<file path="src/rtl/fifo_wr_arbiter.sv">
// fifo_wr_arbiter: round-robin owner of the FIFO write port with bounded bursts,
// per-requester back-pressure and a shadow occupancy count with almost-full.
module fifo_wr_arbiter #(
  parameter int NREQ      = 4,
  parameter int DW        = 8,
  parameter int DEPTH     = 16,
  parameter int MAX_BURST = 4,
  parameter int AFULL_TH  = 12
) (
  input  logic                      clk,
  input  logic                      rst,
  input  logic [NREQ-1:0]           req_valid,
  input  logic [NREQ*DW-1:0]        req_data,
  output logic [NREQ-1:0]           req_ready,
  output logic                      fifo_wr,
  output logic [DW-1:0]             fifo_datain,
  input  logic                      fifo_full,
  input  logic                      fifo_rd,
  input  logic                      fifo_empty,
  output logic [2:0]                grant_id,
  output logic                      busy,
  output logic [$clog2(DEPTH):0]    level,
  output logic                      afull
);

  localparam int LW = $clog2(DEPTH) + 1;

  typedef enum logic {IDLE, GRANT} state_t;

  state_t        state_q, state_d;
  logic [2:0]    grant_id_q, grant_id_d;
  logic [2:0]    last_q, last_d;
  logic [3:0]    beat_cnt_q, beat_cnt_d;
  logic [LW-1:0] level_q, level_d;

  logic          g_valid;
  logic [DW-1:0] g_data;
  logic          found;
  logic [2:0]    pick;
  logic          wr_acc, rd_acc;

  // Select the current grantee's valid and data lanes.
  always_comb begin
    g_valid = 1'b0;
    g_data  = '0;
    for (int i = 0; i < NREQ; i++) begin
      if (grant_id_q == 3'(i)) begin
        g_valid = req_valid[i];
        g_data  = req_data[i*DW +: DW];
      end
    end
  end

  // Ready and write strobe exist only in GRANT; full stalls without dropping the grant.
  always_comb begin
    req_ready = '0;
    fifo_wr   = 1'b0;
    if (state_q == GRANT) begin
      for (int i = 0; i < NREQ; i++) begin
        if (grant_id_q == 3'(i)) req_ready[i] = ~fifo_full;
      end
      fifo_wr = g_valid & ~fifo_full;
    end
  end

  assign fifo_datain = g_data;

  // Round-robin pick: scan last+1, last+2, ... so the previous grantee comes last.
  always_comb begin
    found = 1'b0;
    pick  = last_q;
    for (int k = 1; k <= NREQ; k++) begin
      for (int j = 0; j < NREQ; j++) begin
        if (!found && req_valid[j] && (((int'(last_q) + k) % NREQ) == j)) begin
          found = 1'b1;
          pick  = 3'(j);
        end
      end
    end
  end

  // FSM next state, burst counting and shadow level accounting.
  always_comb begin
    state_d    = state_q;
    grant_id_d = grant_id_q;
    last_d     = last_q;
    beat_cnt_d = beat_cnt_q;
    case (state_q)
      IDLE: begin
        if (found) begin
          state_d    = GRANT;
          grant_id_d = pick;
          last_d     = pick;
          beat_cnt_d = '0;
        end
      end
      GRANT: begin
        if (!g_valid) begin
          state_d = IDLE;
        end else if (fifo_wr) begin
          beat_cnt_d = beat_cnt_q + 4'd1;
          if (beat_cnt_q + 4'd1 == 4'(MAX_BURST)) state_d = IDLE;
        end
      end
      default: state_d = IDLE;
    endcase

    wr_acc  = fifo_wr;
    rd_acc  = fifo_rd & ~fifo_empty;
    level_d = level_q;
    if (wr_acc && !rd_acc && (level_q != LW'(DEPTH)))
      level_d = level_q + LW'(1);
    else if (rd_acc && !wr_acc && (level_q != '0))
      level_d = level_q - LW'(1);
  end

  // State registers; reset parks the pointer so index 0 wins the first arbitration.
  always_ff @(posedge clk or posedge rst) begin
    if (rst) begin
      state_q    <= IDLE;
      grant_id_q <= '0;
      last_q     <= 3'(NREQ - 1);
      beat_cnt_q <= '0;
      level_q    <= '0;
    end else begin
      state_q    <= state_d;
      grant_id_q <= grant_id_d;
      last_q     <= last_d;
      beat_cnt_q <= beat_cnt_d;
      level_q    <= level_d;
    end
  end

  assign busy     = (state_q == GRANT);
  assign grant_id = grant_id_q;
  assign level    = level_q;
  assign afull    = (level_q >= LW'(AFULL_TH));

endmodule

</file>
<file path="config.mk">
export PLATFORM = sky130hd
export DESIGN_NAME = fifo_wr_arbiter
export DESIGN_NICKNAME = d
export VERILOG_FILES = /design/src/rtl/fifo_wr_arbiter.sv
export SDC_FILE = /design/constraint.sdc
export NUM_CORES = 1
export LEC_CHECK = 0
export ABC_CLOCK_PERIOD_IN_PS = 3500
export CORE_UTILIZATION = 31
export DETAILED_ROUTE_END_ITERATION = 6
export GPL_TIMING_DRIVEN = 1
export PLACE_DENSITY_LB_ADDON = 0.08
export SYNTH_ARGS = -nofsm -noshare
export SYNTH_HDL_FRONTEND = slang
export SYNTH_SLANG_ARGS = --single-unit
</file>
<file path="constraint.sdc">
create_clock -name clk -period 3.5 [get_ports clk]
set_input_delay 0.7 -clock clk [delete_from_list [all_inputs] [get_ports clk]]
set_output_delay 0.7 -clock clk [all_outputs]
set_load 0.01 [all_outputs]
</file>
==> results of run 1 <==
power by group through the flow:
stage	clock (mW)	sequential, mW	combinational, mW
after floorplan	0	0.342	0.583
after global placement	0	0.357	0.979
after detailed placement	0	0.357	0.985
after CTS	0.149	0.354	0.990
after global routing	0.153	0.375	1.08
final	0.141	0.355	0.985
per-stage QoR:
step	utilization (%)	cells	setup WS, ps	hold slack [ps]
after floorplan	-	124	616	466
after global placement	52.0	236	174	488
after detailed placement	52.0	236	99.6	502
after CTS	53.2	240	240	510
after global routing	53.2	240	115	526
final	53.2	240	246	506
worst max path at each step:
stage / startpoint / endpoint / slack (ps) / cells past startpoint
floorplan: req_valid[3] / level[4] / 620 / 9
global placement: req_valid[1] / level[4] / 170 / 10
detailed placement: req_valid[1] / level[4] / 100 / 10
CTS: req_valid[1] / fifo_wr / 240 / 6
global route: req_valid[1] / level[4] / 110 / 10
finish: req_valid[1] / fifo_wr / 250 / 6
routing by layer:
metal | vias to the layer above | track usage [%] | part of all wire [%]
met5 | - | 0 | 0
met4 | 0 | 6.11 | 1.0
met3 | 4 | 5.11 | 12
met2 | 86 | 28.3 | 45
met1 | 603 | 20.9 | 42
li1 | 619 | - | -
logic make-up after synthesis:
| logic type | share of synthesized area (%) |
|---|---|
| AND/OR/NAND/NOR | 16.9 |
| multiplexers | 21.8 |
| buffers and inverters | 5.02 |
| flip-flops | 28.9 |
| XOR/XNOR | 1.43 |
| adder cells (fa/ha/maj) | 5.74 |
| other | 0.307 |
| AO/OA/AOI/OAI | 19.9 |
worst register-to-register path, stage by stage (launching register included):
cell,delay [ps]
dfrtp_1,670
mux4_2,400
nand2_4,70
inv_2,60
nand3_1,120
fa_1,450
a21o_1,200
a2111oi_0,400
mux2i_1,130
a211oi_1,240
cell usage in the layout, fill, tap and decap left out, drive strengths merged, types with 2 or more instances in the layout:
cell	synthesis	layout
o21ai	7	7
o22ai	4	4
inv	10	10
dfrtp	12	12
nor2	4	4
mux4	9	9
mux2i	6	6
and3	3	3
or4	2	2
nor2b	2	2
dfstp	2	2
and4	2	2
a21o	3	3
a211oi	2	2
clkbuf	3	4
nand2b	3	3
a21oi	9	9
nor4	3	3
nand3	4	4
buf	2	7
nand2	10	10
ha	4	4
a2111oi	2	2
clkdlybuf4s50	0	62
cell type report:
type / count / area (sq um) / share of cell area, %
multi-input combinational: 95 / 807 / 40.8
clock buffer: 4 / 45.0 / 2.28
inverter: 10 / 37.5 / 1.90
timing repair buffer: 69 / 673 / 34.1
sequential: 14 / 353 / 17.9
tap: 48 / 60.1 / 3.04
flip-flops by register name, summed over array words and instances, names as in the netlist:
register and flops:
last_q 2, level 5, grant_id 2, busy 1, beat_cnt_q 4
cells in the mapped netlist (2+ instances only):
master,instances,area [sq um]
clkbuf_1,3,11.3
a21o_1,3,22.5
ha_1,4,50.1
a2111oi_0,2,17.5
nor4_1,3,18.8
nand2_1,9,33.8
a211oi_1,2,15.0
nand2b_1,3,18.8
a21oi_1,9,45.0
o21ai_0,7,35.0
nand3_1,4,20.0
inv_1,9,33.8
and4_1,2,17.5
nor2b_1,2,12.5
o22ai_1,4,25.0
dfstp_2,2,52.6
dfrtp_1,12,300
nor2_1,4,15.0
and3_1,2,12.5
or4_1,2,15.0
mux2i_1,6,60.1
mux4_2,8,180
==> flow_metrics.env, run 1 <==
export IMPL_worst_skew_pair_late_latency_ps=250
export IMPL_cts_post_setup_buffers_inserted=0
export IMPL_arrival_ps=2550
export IMPL_total_switching_power_mw=0.598
export IMPL_worst_slew_margin_rel_pct=53.4
export IMPL_hold_path_endpoint="beat_cnt_q[2]"
export IMPL_hold_fails_final_rpt=0
export IMPL_die_area_sq_um=4190
export IMPL_tritoncts="built"
export IMPL_die_y_microns=64.8
export IMPL_reg2reg_to="level[4]"
export IMPL_cts_sinks=14
export IMPL_cp_top_family="buffers and inverters"
export IMPL_setup_viol=0
export IMPL_syn2layout_area_growth_pct=61.8
export IMPL_floorplan_die_width_microns=64.8
export IMPL_worst_setup_path_start_kind="primary input"
export IMPL_max_cap_violations=0
export IMPL_power_share_switching_pct=40.4
export IMPL_synth_avg_cell_area_sq_um=9.85
export IMPL_ant_nets=0
export IMPL_irDropWorstVdd_uv=372
export IMPL_power_share_sequential_pct=23.9
export IMPL_dp_hpwl_microns=2620
export IMPL_cp_cell_sequence="clkdlybuf4s50_1 -> mux4_2 -> nand2_4 -> inv_2 -> buf_4 -> clkdlybuf4s50_1"
export IMPL_outcome="completed"
export IMPL_critical_path_class="in2out"
export IMPL_ys_types=44
export IMPL_number_of_cells_on_the_worst_reg_to_reg_path=9
export IMPL_finalSetupTns_ps=0
export IMPL_fin_nets=239
export IMPL_grt_setup_unrepaired="false"
export IMPL_post_route_cells_drive_above_1_share_pct=13.0
export IMPL_via_total_after_detailed_routing=1312
export IMPL_antenna_cells=0
export IMPL_longest_individual_stage_delay_on_the_worst_path_ps=570
export IMPL_worst_r2r_startpoint="grant_id[1]"
export IMPL_pin_count_of_the_biggest_net_entering_global_routing=16
export IMPL_routabilityCongestion=0.828
export IMPL_power_internal_mw=0.883
export IMPL_postPlaceCellArea_sq_um=1930
export IMPL_design_core_area_sq_um=3720
export IMPL_timing_critical_path_to_type="primary output"
export IMPL_post_synth_edffs=0
export IMPL_grt_first_pass_wirelength_microns=5670
export IMPL_min_delay_start="beat_cnt_q[2]"
export IMPL_synth_net_count=170
export IMPL_floorplan_rows=22
export IMPL_port_buffer_count=62
export IMPL_ys_seq_elements=14
export IMPL_crit_top_cell="clkdlybuf4s50_1"
export IMPL_synth_cell_area_sq_um=1220
export IMPL_worst_hold_path_num_cells=1
export IMPL_critPathMaxFanout=9
export IMPL_grt_antenna_before_repair=0
export IMPL_clock_fmax_mhz=307
export IMPL_skew_ps=8.15
export IMPL_reg2reg_slack_ps=700
export IMPL_grt_pass1_vias=1248
export IMPL_final_min_period_over_clock_period_pct=93.0
export IMPL_wire_length_per_cell_after_detailed_routing_microns=14.1
export IMPL_critPathBufInv=4
export IMPL_cts_buffer_depth=2
export IMPL_clock_root_buffer="clkbuf_8"
export IMPL_worst_slew_pin_slew_ps=682
export IMPL_final_period_minus_worst_setup_slack_ps=3250
export IMPL_initial_util_pct=32.9
export IMPL_filler_cell_count=354
export IMPL_gr_usage_all_layers_pct=17.1
export IMPL_holdBufCountCts=0
export IMPL_firstDrtPassIters=5
export IMPL_sequential_area_share_after_synthesis_pct=28.9
export IMPL_yosys_most_used_dff="dfrtp_1"
export IMPL_cellLeakagePower_nw=0.807
export IMPL_power_total_mw=1.48
export IMPL_hold_class="reg2reg"
export IMPL_slowest_cell_on_the_critical_path="mux4_2"
export IMPL_cts_resized=0
export IMPL_h_tree_depth=1
export IMPL_powerDensity_nw_per_um2=750
export IMPL_drt_drc_violations_left=0
export IMPL_async_flop_share_pct=100
export IMPL_combPwrFrac_pct=66.5
export IMPL_worst_ep_required_time_ps=2800
export IMPL_design_area_sq_um=1980
export IMPL_grt_ovfl_total=0
export IMPL_yosysWarningCount=0
export IMPL_syn_instance_count=124
export IMPL_slew_viol_final=0
export IMPL_post_drt_via_cell_ratio=5.47
export IMPL_postRouteWirelength_microns=3380
export IMPL_num_io_pins=64
export IMPL_drt_first_iter_violations=57
export IMPL_power_frac_clock_pct=9.6
export IMPL_clk_pin_slew_worst_paths_ps=60
export IMPL_cts_buf_count=3
Note: power is estimated with default switching activity, not from simulation.
==> run 2: changes to the inputs <==
--- a/config.mk
+++ b/config.mk
@@ -8,6 +8,7 @@
 export ABC_CLOCK_PERIOD_IN_PS = 3500
 export CORE_UTILIZATION = 31
 export DETAILED_ROUTE_END_ITERATION = 6
+export DONT_BUFFER_PORTS = 1
 export GPL_TIMING_DRIVEN = 1
 export PLACE_DENSITY_LB_ADDON = 0.08
 export SYNTH_ARGS = -nofsm -noshare
==> run 2 against run 1 <==
Net effect:
- utilization down 17 points
- wire length is 5.6% lower
- fmax is 12% higher
- clock power shrank 9%
- first-iteration DRC count fell by 14%
- global-route usage down 1.3 points
- critical endpoint is now level[4]
==> flow_metrics.env, run 2 (synthesis gave the netlist of run 1 again) <==
export IMPL_cp_cell_sequence="mux4_2 -> nand2_4 -> inv_2 -> nand3_1 -> fa_1 -> a21o_1 -> a2111oi_0 -> mux2i_1 -> a211oi_1"
export IMPL_floorplan_rows=22
export IMPL_post_route_cells_drive_above_1_share_pct=18.1
export IMPL_die_area_sq_um=4190
export IMPL_max_cap_violations=0
export IMPL_cellLeakagePower_nw=0.556
export IMPL_irDropWorstVdd_uv=309
export IMPL_port_buffer_count=0
export IMPL_floorplan_die_width_microns=64.8
export IMPL_wire_length_per_cell_after_detailed_routing_microns=18.2
export IMPL_pin_count_of_the_biggest_net_entering_global_routing=15
export IMPL_layout_cells_most_common="dfrtp_1"
export IMPL_grt_first_pass_wirelength_microns=5210
export IMPL_cts_resized=0
export IMPL_setup_viol=0
export IMPL_holdBufCountCts=0
export IMPL_cts_post_setup_buffers_inserted=0
export IMPL_hold_fails_final_rpt=0
export IMPL_longest_individual_stage_delay_on_the_worst_path_ps=460
export IMPL_grt_pass1_vias=1071
export IMPL_worst_skew_pair_late_latency_ps=240
export IMPL_grt_ovfl_total=0
export IMPL_skew_ps=2.82
export IMPL_num_io_pins=64
export IMPL_power_internal_mw=0.650
export IMPL_grt_antenna_before_repair=0
export IMPL_worst_setup_path_start_kind="register"
export IMPL_firstDrtPassIters=4
export IMPL_pre_cts_ws_ps=345
export IMPL_worst_ep_required_time_ps=3640
export IMPL_post_drt_via_cell_ratio=6.14
export IMPL_largest_register_ff_count=5
export IMPL_worst_slew_margin_rel_pct=54.1
export IMPL_gr_usage_all_layers_pct=15.8
export IMPL_cp_top_family="compound AO/OA/AOI/OAI gates"
export IMPL_timing_critical_path_to_type="register"
export IMPL_final_critical_path_setup_slack_ps=582
export IMPL_final_min_period_over_clock_period_pct=83.4
export IMPL_syn2layout_area_growth_pct=9.43
export IMPL_ant_nets=0
export IMPL_clock_root_buffer="clkbuf_8"
export IMPL_antenna_cells=0
export IMPL_drt_first_iter_violations=49
export IMPL_worst_slew_pin_slew_ps=671
export IMPL_postRouteWirelength_microns=3190
export IMPL_power_share_switching_pct=46.4
export IMPL_power_frac_clock_pct=10.7
export IMPL_cts_sinks=14
export IMPL_cts_buf_count=3
export IMPL_final_period_minus_worst_setup_slack_ps=2920
export IMPL_clk_pin_slew_worst_paths_ps=60
export IMPL_cts_buffer_depth=2
export IMPL_outcome="completed"
export IMPL_critical_path_class="reg2reg"
export IMPL_arrival_ps=3060
export IMPL_combPwrFrac_pct=59.7
export IMPL_slowest_cell_on_the_critical_path="fa_1"
export IMPL_critPathBufInv=1
export IMPL_power_share_sequential_pct=29.7
export IMPL_critPathMaxFanout=10
export IMPL_clock_fmax_mhz=343
export IMPL_tritoncts="built"
export IMPL_total_switching_power_mw=0.562
export IMPL_hold_class="in2async"
export IMPL_die_y_microns=64.8
export IMPL_fin_nets=175
export IMPL_grt_setup_unrepaired="false"
export IMPL_via_total_after_detailed_routing=1074
export IMPL_powerDensity_nw_per_um2=907
export IMPL_drt_drc_violations_left=0
export IMPL_routabilityCongestion=0.817
export IMPL_slew_viol_final=0
export IMPL_filler_cell_count=402
export IMPL_dp_hpwl_microns=2510
export IMPL_initial_util_pct=32.9
export IMPL_layout_cells_most_common_list="12 x dfrtp_1, 9 x inv_1, 9 x nand2_1, 9 x a21oi_1, 8 x mux4_2"
export IMPL_h_tree_depth=1
export IMPL_finalSetupTns_ps=0
export IMPL_design_core_area_sq_um=3720
[run 2: changes by cell type in the layout (fill, tap and decap cells not counted), sizes merged]
cell | before | now
buf | 7 | 5
clkdlybuf4s50 | 62 | 0
clkbuf | 4 | 3
[run 2: routing by layer]
layer	routed length, microns	vias up	part of all wire, %	global-route usage (%)
met5	0	-	0	0
met4	19	0	0.60	3.89
met3	288	2	9.0	4.05
met2	1560	62	49	27.9
met1	1320	525	41	18.9
li1	-	485	-	-
[run 2: power groups by stage]
stage                     Clock, mW  Sequential (mW)  Combinational (mW)
final                         0.129            0.360               0.723
after global routing          0.142            0.376               0.812
after CTS                     0.133            0.361               0.729
after detailed placement          0            0.366               0.726
after global placement            0            0.364               0.727
after floorplan                   0            0.342               0.583
[run 2: layout make-up]
cell class	count	area (sq um)	share of cell area, %
multi-input combinational	95	807	60.4
sequential	14	353	26.4
tap	48	60.1	4.49
clock buffer	3	41.3	3.09
timing repair buffer	5	37.5	2.81
inverter	10	37.5	2.81
[run 2: path summary, 6_finish.rpt]
path	end	start	slack, ps	cells after the start
worst min-delay path	beat_cnt_q[2]	rst	400	1
worst max-delay path	level[4]	grant_id[0]	580	9
max in group asynchronous	last_q[1]	rst	2730	1
min in group clk	beat_cnt_q[2]	beat_cnt_q[2]	490	1
worst max register to register	level[4]	grant_id[0]	580	9
worst min register to register	beat_cnt_q[2]	beat_cnt_q[2]	490	1
[run 2: metrics by stage]
stage	hold slack (ps)	total power, mW	util, %	instance area, sq um	cells
after global placement	506	1.09	34.8	1290	172
after global routing	441	1.33	36.0	1340	175
after CTS	412	1.22	36.0	1340	175
after floorplan	466	0.925	-	1220	124
final	397	1.21	36.0	1340	175
after detailed placement	492	1.09	34.8	1290	172
[run 2: worst reg2reg max path, delay by kind of cell (launching register included)]
family	cells	cell delay, ps
simple gates	2	320
mux	2	570
compound gates	3	870
flops	1	390
fa+ha+maj	1	460
buf+inv	1	210
